File: src/rtl/bkt_in_vars_pkg.sv
// Shared sat-engine definitions: variable value encodings and backtrack FSM states.
package bkt_in_vars_pkg;

  localparam logic [1:0] VAL_FREE    = 2'b00;
  localparam logic [1:0] VAL_FALSE   = 2'b01;
  localparam logic [1:0] VAL_TRUE    = 2'b10;
  localparam int         IMPLIED_BIT = 2;

  typedef enum logic [1:0] {
    S_IDLE = 2'b00,
    S_SCAN = 2'b01,
    S_DONE = 2'b10
  } bkt_state_e;

  function automatic logic is_free(input logic [1:0] val);
    return (val == VAL_FREE);
  endfunction

endpackage

File: src/rtl/bkt_in_vars_if.sv
// Write/backtrack bus between the decision logic (master) and the variable store (slave).
interface bkt_in_vars_if #(
  parameter int NUM       = 8,
  parameter int WIDTH     = 3,
  parameter int WIDTH_LVL = 4
);
  logic                       apply_valid_i;
  logic                       apply_ready_o;
  logic [NUM-1:0]             index_i;
  logic [WIDTH-1:0]           value_i;
  logic [WIDTH_LVL-1:0]       level_i;
  logic                       bkt_start_i;
  logic [WIDTH_LVL-1:0]       bkt_lvl_i;
  logic                       bkt_busy_o;
  logic                       bkt_done_o;
  logic [WIDTH_LVL-1:0]       freed_cnt_o;
  logic                       conflict_o;
  logic [NUM*WIDTH-1:0]       value_o;
  logic [NUM*WIDTH_LVL-1:0]   level_o;

  modport master (
    output apply_valid_i, index_i, value_i, level_i, bkt_start_i, bkt_lvl_i,
    input  apply_ready_o, bkt_busy_o, bkt_done_o, freed_cnt_o, conflict_o, value_o, level_o
  );

  modport slave (
    input  apply_valid_i, index_i, value_i, level_i, bkt_start_i, bkt_lvl_i,
    output apply_ready_o, bkt_busy_o, bkt_done_o, freed_cnt_o, conflict_o, value_o, level_o
  );
endinterface

File: src/rtl/bkt_in_vars_var_state_cell.sv
// One variable's value and decision level; clear (backtrack) wins over write.
module var_state_cell #(
  parameter int WIDTH     = 3,
  parameter int WIDTH_LVL = 4
) (
  input  logic                 clk,
  input  logic                 rst,
  input  logic                 wr_en_i,
  input  logic                 clr_en_i,
  input  logic [WIDTH-1:0]     value_i,
  input  logic [WIDTH_LVL-1:0] level_i,
  output logic [WIDTH-1:0]     value_o,
  output logic [WIDTH_LVL-1:0] level_o
);
  logic [WIDTH-1:0]     value_q, value_d;
  logic [WIDTH_LVL-1:0] level_q, level_d;

  always_comb begin
    value_d = value_q;
    level_d = level_q;
    if (clr_en_i) begin
      value_d = '0;
      level_d = '0;
    end else if (wr_en_i) begin
      value_d = value_i;
      level_d = level_i;
    end else begin
      value_d = value_q;
      level_d = level_q;
    end
  end

  always_ff @(posedge clk) begin
    if (rst) begin
      value_q <= '0;
      level_q <= '0;
    end else begin
      value_q <= value_d;
      level_q <= level_d;
    end
  end

  assign value_o = value_q;
  assign level_o = level_q;
endmodule

File: src/rtl/bkt_in_vars.sv
// Variable assignment store with conflict detection and a one-variable-per-cycle
// backtrack scan that frees every variable assigned above the target level.
module bkt_in_vars
  import bkt_in_vars_pkg::*;
#(
  parameter int NUM       = 8,
  parameter int WIDTH     = 3,
  parameter int WIDTH_LVL = 4
) (
  input  logic         clk,
  input  logic         rst,
  bkt_in_vars_if.slave bus
);
  localparam int IDX_W = (NUM > 1) ? $clog2(NUM) : 1;

  bkt_state_e           state_q, state_d;
  logic [IDX_W-1:0]     scan_idx_q, scan_idx_d;
  logic [WIDTH_LVL-1:0] bkt_lvl_q, bkt_lvl_d;
  logic [WIDTH_LVL-1:0] freed_q, freed_d;
  logic                 busy_q, busy_d;
  logic                 done_q, done_d;
  logic                 conflict_q, conflict_d;

  logic [NUM-1:0]       onehot_s, wr_en_s, clr_en_s;
  logic                 accept_s, target_busy_s;
  logic [WIDTH-1:0]     cell_val_s [NUM];
  logic [WIDTH_LVL-1:0] cell_lvl_s [NUM];
  logic [NUM*WIDTH-1:0]     val_pack_s;
  logic [NUM*WIDTH_LVL-1:0] lvl_pack_s;

  assign bus.apply_ready_o = (state_q == S_IDLE) & ~bus.bkt_start_i;
  assign accept_s          = bus.apply_valid_i & bus.apply_ready_o;
  // Isolate the lowest set bit so a multi-hot index still writes a single variable.
  assign onehot_s          = bus.index_i & (~bus.index_i + NUM'(1'b1));

  always_comb begin
    target_busy_s = 1'b0;
    for (int i = 0; i < NUM; i++) begin
      target_busy_s = target_busy_s | (onehot_s[i] & ~is_free(cell_val_s[i][1:0]));
    end
    wr_en_s    = (accept_s & ~target_busy_s) ? onehot_s : '0;
    conflict_d = accept_s & target_busy_s;
  end

  always_comb begin
    state_d    = state_q;
    scan_idx_d = scan_idx_q;
    bkt_lvl_d  = bkt_lvl_q;
    freed_d    = freed_q;
    clr_en_s   = '0;
    case (state_q)
      S_IDLE: begin
        if (bus.bkt_start_i) begin
          state_d    = S_SCAN;
          scan_idx_d = '0;
          bkt_lvl_d  = bus.bkt_lvl_i;
          freed_d    = '0;
        end else begin
          state_d = S_IDLE;
        end
      end
      S_SCAN: begin
        if (cell_lvl_s[scan_idx_q] > bkt_lvl_q) begin
          clr_en_s[scan_idx_q] = 1'b1;
          freed_d              = freed_q + WIDTH_LVL'(1);
        end else begin
          freed_d = freed_q;
        end
        if (scan_idx_q == IDX_W'(NUM - 1)) begin
          state_d    = S_DONE;
          scan_idx_d = '0;
        end else begin
          scan_idx_d = scan_idx_q + IDX_W'(1);
        end
      end
      S_DONE:  state_d = S_IDLE;
      default: state_d = S_IDLE;
    endcase
    busy_d = (state_d == S_SCAN);
    done_d = (state_d == S_DONE);
  end

  always_ff @(posedge clk) begin
    if (rst) begin
      state_q    <= S_IDLE;
      scan_idx_q <= '0;
      bkt_lvl_q  <= '0;
      freed_q    <= '0;
      busy_q     <= 1'b0;
      done_q     <= 1'b0;
      conflict_q <= 1'b0;
    end else begin
      state_q    <= state_d;
      scan_idx_q <= scan_idx_d;
      bkt_lvl_q  <= bkt_lvl_d;
      freed_q    <= freed_d;
      busy_q     <= busy_d;
      done_q     <= done_d;
      conflict_q <= conflict_d;
    end
  end

  for (genvar g = 0; g < NUM; g++) begin : g_cell
    var_state_cell #(
      .WIDTH    (WIDTH),
      .WIDTH_LVL(WIDTH_LVL)
    ) u_cell (
      .clk     (clk),
      .rst     (rst),
      .wr_en_i (wr_en_s[g]),
      .clr_en_i(clr_en_s[g]),
      .value_i (bus.value_i),
      .level_i (bus.level_i),
      .value_o (cell_val_s[g]),
      .level_o (cell_lvl_s[g])
    );
  end

  always_comb begin
    val_pack_s = '0;
    lvl_pack_s = '0;
    for (int i = 0; i < NUM; i++) begin
      val_pack_s[i*WIDTH +: WIDTH]         = cell_val_s[i];
      lvl_pack_s[i*WIDTH_LVL +: WIDTH_LVL] = cell_lvl_s[i];
    end
  end

  assign bus.value_o     = val_pack_s;
  assign bus.level_o     = lvl_pack_s;
  assign bus.bkt_busy_o  = busy_q;
  assign bus.bkt_done_o  = done_q;
  assign bus.freed_cnt_o = freed_q;
  assign bus.conflict_o  = conflict_q;
endmodule

File: src/flat_wrapper.sv
// flat-port wrapper written by rule: the top's interface ports become plain ports
module bkt_in_vars_flat import bkt_in_vars_pkg::*;
#(
  parameter int NUM       = 8,
  parameter int WIDTH     = 3,
  parameter int WIDTH_LVL = 4
)
  (clk, rst, bus_apply_valid_i, bus_index_i, bus_value_i, bus_level_i, bus_bkt_start_i, bus_bkt_lvl_i, bus_apply_ready_o, bus_bkt_busy_o, bus_bkt_done_o, bus_freed_cnt_o, bus_conflict_o, bus_value_o, bus_level_o);
  bkt_in_vars_if #(.NUM(NUM), .WIDTH(WIDTH), .WIDTH_LVL(WIDTH_LVL)) bus_i ();
  input  logic clk;
  input  logic rst;
  input wire logic [$bits(bus_i.apply_valid_i)-1:0] bus_apply_valid_i;
  input wire logic [$bits(bus_i.index_i)-1:0] bus_index_i;
  input wire logic [$bits(bus_i.value_i)-1:0] bus_value_i;
  input wire logic [$bits(bus_i.level_i)-1:0] bus_level_i;
  input wire logic [$bits(bus_i.bkt_start_i)-1:0] bus_bkt_start_i;
  input wire logic [$bits(bus_i.bkt_lvl_i)-1:0] bus_bkt_lvl_i;
  output wire logic [$bits(bus_i.apply_ready_o)-1:0] bus_apply_ready_o;
  output wire logic [$bits(bus_i.bkt_busy_o)-1:0] bus_bkt_busy_o;
  output wire logic [$bits(bus_i.bkt_done_o)-1:0] bus_bkt_done_o;
  output wire logic [$bits(bus_i.freed_cnt_o)-1:0] bus_freed_cnt_o;
  output wire logic [$bits(bus_i.conflict_o)-1:0] bus_conflict_o;
  output wire logic [$bits(bus_i.value_o)-1:0] bus_value_o;
  output wire logic [$bits(bus_i.level_o)-1:0] bus_level_o;
  assign bus_i.apply_valid_i = bus_apply_valid_i;
  assign bus_i.index_i = bus_index_i;
  assign bus_i.value_i = bus_value_i;
  assign bus_i.level_i = bus_level_i;
  assign bus_i.bkt_start_i = bus_bkt_start_i;
  assign bus_i.bkt_lvl_i = bus_bkt_lvl_i;
  assign bus_apply_ready_o = bus_i.apply_ready_o;
  assign bus_bkt_busy_o = bus_i.bkt_busy_o;
  assign bus_bkt_done_o = bus_i.bkt_done_o;
  assign bus_freed_cnt_o = bus_i.freed_cnt_o;
  assign bus_conflict_o = bus_i.conflict_o;
  assign bus_value_o = bus_i.value_o;
  assign bus_level_o = bus_i.level_o;
  bkt_in_vars #(.NUM(NUM), .WIDTH(WIDTH), .WIDTH_LVL(WIDTH_LVL)) u_core (.clk(clk), .rst(rst), .bus(bus_i));
endmodule
File: config.mk
export PLATFORM = sky130hd
export DESIGN_NAME = bkt_in_vars_flat
export DESIGN_NICKNAME = d
export VERILOG_FILES = /design/src/rtl/bkt_in_vars_pkg.sv /design/src/rtl/bkt_in_vars_if.sv /design/src/rtl/bkt_in_vars_var_state_cell.sv /design/src/rtl/bkt_in_vars.sv /design/src/flat_wrapper.sv
export SDC_FILE = /design/constraint.sdc
export NUM_CORES = 1
export LEC_CHECK = 0
export BUFFER_PORTS_ARGS = -buffer_cell sky130_fd_sc_hd__buf_4
export CAP_MARGIN = 25
export CORE_MARGIN = 2
export CORE_UTILIZATION = 35
export CTS_CLUSTER_SIZE = 40
export DETAILED_ROUTE_END_ITERATION = 7
export GPL_ROUTABILITY_DRIVEN = 0
export PLACE_DENSITY = 0.6
export SLEW_MARGIN = 0
export SYNTH_ARGS = -nofsm -noshare
export SYNTH_HDL_FRONTEND = slang
export SYNTH_HIERARCHICAL = 1
export SYNTH_SLANG_ARGS = --single-unit
export TNS_END_PERCENT = 100
File: constraint.sdc
create_clock -name clk -period 6.5 [get_ports clk]
set_clock_uncertainty 0.15 [all_clocks]
set_input_delay 0.325 -clock clk [delete_from_list [all_inputs] [get_ports clk]]
set_output_delay 0.325 -clock clk [all_outputs]
set_load 0.02 [all_outputs]
==> impl_metrics.yaml <==
logic_synthesis:
  synth_edf_count: 0
  syn_inst: 362
  netlist_area_mm2: 0.00332
  synth_ff_type: "dfxtp_1"
  yosysWarnings: 6
  async_flop_share_pct: 0
  synth_nets: 392
  syn_avg_cell_area_um2: 9.17
  synth_cell_types: 42
  ys_seq_elements: 72
  synth_sequential_area_ratio_pct: 43.4
power_and_ir_drop:
  pwr_density_cell_mw_per_mm2: 218
  pwr-share-clk_pct: 41.6
  p_sw_share_pct: 23.7
  power_frac_comb_pct: 9.0
  seq_power_share_pct: 49.4
  internal_power_mw: 0.705
  leakage_nw: 1.68
  power.switching_mw: 0.218
  ir_drop_mv: 0.0894
timing:
  maxSlewHeadroom_pct: 42.6
  final_max_slew_viol_count: 0
  hold_violations: 0
  finalSetupTns_ns: 0
  rsz0062_at_grt: "no"
  setup_viol: 0
  fin_crit_sh_pct: 59.0
  hold_ws_ns: 0.0571
  fmax_ghz: 0.261
  worstMarginPinSlew_ns: 0.857
  period_needed_ns: 3.83
grt:
  antenna_found_initial: 0
  grtUsageMet3_pct: 3.31
  grt_use_total_pct: 17.6
  grtUsageMet2_pct: 26.3
  grt_overflow: 0
  grt_pass1_vias: 2527
  met1_usage_pct: 24.5
  grt_start_max_net_pins: 25
  grt_pass1_wl_um: 13600
  grt_busiest_layer: "met2"
finish:
  layout-drive-gt1-share_pct: 25.9
  design_area_mm2: 0.00424
  final_common_cell: "buf_4"
  finalNonFillerCells: 569
  final_nets: 467
  layout_common_cells: "buf_4, nor2_1, dfxtp_1, mux2i_1, nand2_1"
  antenna_cells: 0
  final_util_pct: 45.9
  num-fill-cells: 905
  syn_to_final_growth_pct: 27.8
critical_path:
  critPathCaptureType: "register"
  path_max_fanout: 22
  cp_data_required_time_ns: 6.57
  critPathKind: "register to register"
  critPathLaunchType: "register"
  cp.arrival_ns: 3.91
clock_network:
  numCtsBuffers: 9
  cts_hold_buf: 0
  cts_resized: 0
  htreeDepth: 3
  clockRootBuffer: "clkbuf_8"
  tritoncts: "yes"
  post_cts_buffers: 0
  clock_path_buffers: 2
  numClockSinks: 72
  clk_pin_slew_ns: 0.08
  clk_latency_ns: 0.35
drt:
  drt_iter0_markers: 185
  ant_nets: 0
  via_count: 2765
  drt_pre_antenna_iters: 4
  wire_per_inst_um: 15.6
  route.detailed.drc: 0
  via_per_inst: 4.86
  wl_um: 8850
place:
  hpwlAfterDp_um: 6580
  dpl_cell_area_mm2: 0.00403
  portBuffers: 86
  dpl.cell_count: 555
floorplanning:
  io_pins: 87
  dieArea_mm2: 0.0103
  std_cell_rows: 35
  initial_core_util_pct: 35.9
  fp.dieH_um: 101
  die_x_um: 101
  coreArea_mm2: 0.00924
job:
  maxCapViolations: 0
status:
  status: "finished, final reports clean"
hold_path:
  hp-class: "primary input to register"
## state kept, by name, summed over array words and instances (netlist names)
signal                        count
u_core/bus.freed_cnt_o            4
u_core/g_cell.u_cell/level_o     32
u_core/bus.bkt_done_o             1
u_core/state_q                    2
u_core/g_cell.u_cell/value_o     24
u_core/bus.conflict_o             1
u_core/bkt_lvl_q                  4
u_core/bus.bkt_busy_o             1
u_core/scan_idx_q                 3
## cell usage after synthesis (6+ instances only)
| cell type | count | area share [%] |
|---|---|---|
| o21ai_0 | 9 | 1.4 |
| inv_1 | 6 | 0.68 |
| mux2i_1 | 64 | 19 |
| clkbuf_2 | 8 | 1.2 |
| buf_2 | 9 | 1.4 |
| clkbuf_1 | 7 | 0.79 |
| nand2_1 | 13 | 1.5 |
| or2_0 | 8 | 1.5 |
| ha_1 | 7 | 2.6 |
| nor2_1 | 88 | 10 |
| a21oi_1 | 12 | 1.8 |
| dfxtp_1 | 72 | 43 |
| nor3_1 | 11 | 1.7 |
## worst max-delay path, stage by stage (launching register included)
cell and delay, ns:
dfxtp_1 0.86, mux2_2 0.42, a22oi_1 0.19, nor2_1 0.06
a221o_1 0.28, ha_1 0.31, nand4_1 0.10, nand2_1 0.06
a21oi_1 0.30, nand2b_1 0.17, nor3b_1 0.21, or2_0 0.50
nor2_1 0.10
## worst paths after layout
check / from / endpoint / slack (ns) / depth (start not counted)
max: u_core/scan_idx_q[1] / u_core/g_cell[2].u_cell/value_o[0] / 2.67 / 12
min: bus_bkt_lvl_i[2] / u_core/bkt_lvl_q[2] / 0.06 / 3
max reg2reg: u_core/scan_idx_q[1] / u_core/g_cell[2].u_cell/value_o[0] / 2.67 / 12
min reg2reg: u_core/g_cell[2].u_cell/value_o[2] / u_core/g_cell[2].u_cell/value_o[2] / 0.35 / 2
## power by group through the flow
stage                     registers (mW)  clock network, mW  logic [mW]
after floorplan                    0.467                  0      0.0479
after global placement             0.466                  0      0.0818
after detailed placement           0.467                  0      0.0829
after CTS                          0.456              0.395      0.0832
after global routing               0.458              0.409      0.0915
final                              0.456              0.385      0.0828
## per-stage QoR
| stage | total power [mW] | setup slack, ns |
|---|---|---|
| after global placement | 0.548 | 2.73 |
| after CTS | 0.934 | 2.68 |
| after floorplan | 0.515 | 3.50 |
| after detailed placement | 0.549 | 2.67 |
| final | 0.924 | 2.67 |
| after global routing | 0.958 | 2.23 |
## kinds of logic after synthesis
logic type / synth area share [%]
mux: 21.7
flops: 43.4
fa+ha+maj: 2.64
simple gates: 21.3
buf+inv: 4.15
compound gates: 6.83
## cell type report
type	instances	area [um^2]	share of cell area [%]
sequential	72	1440	34.0
clock buffer	11	141	3.33
multi-input combinational	259	1740	41.0
inverter	6	22.5	0.531
timing repair buffer	89	668	15.8
clock inverter	3	67.6	1.59
tap	129	161	3.81
## metal layers
layer,wire [um],share of wire (%)
met4,123,1.4
met1,4260,48
met5,0,0
met3,401,4.5
met2,4070,46
Power figures use the tool's default switching activity.
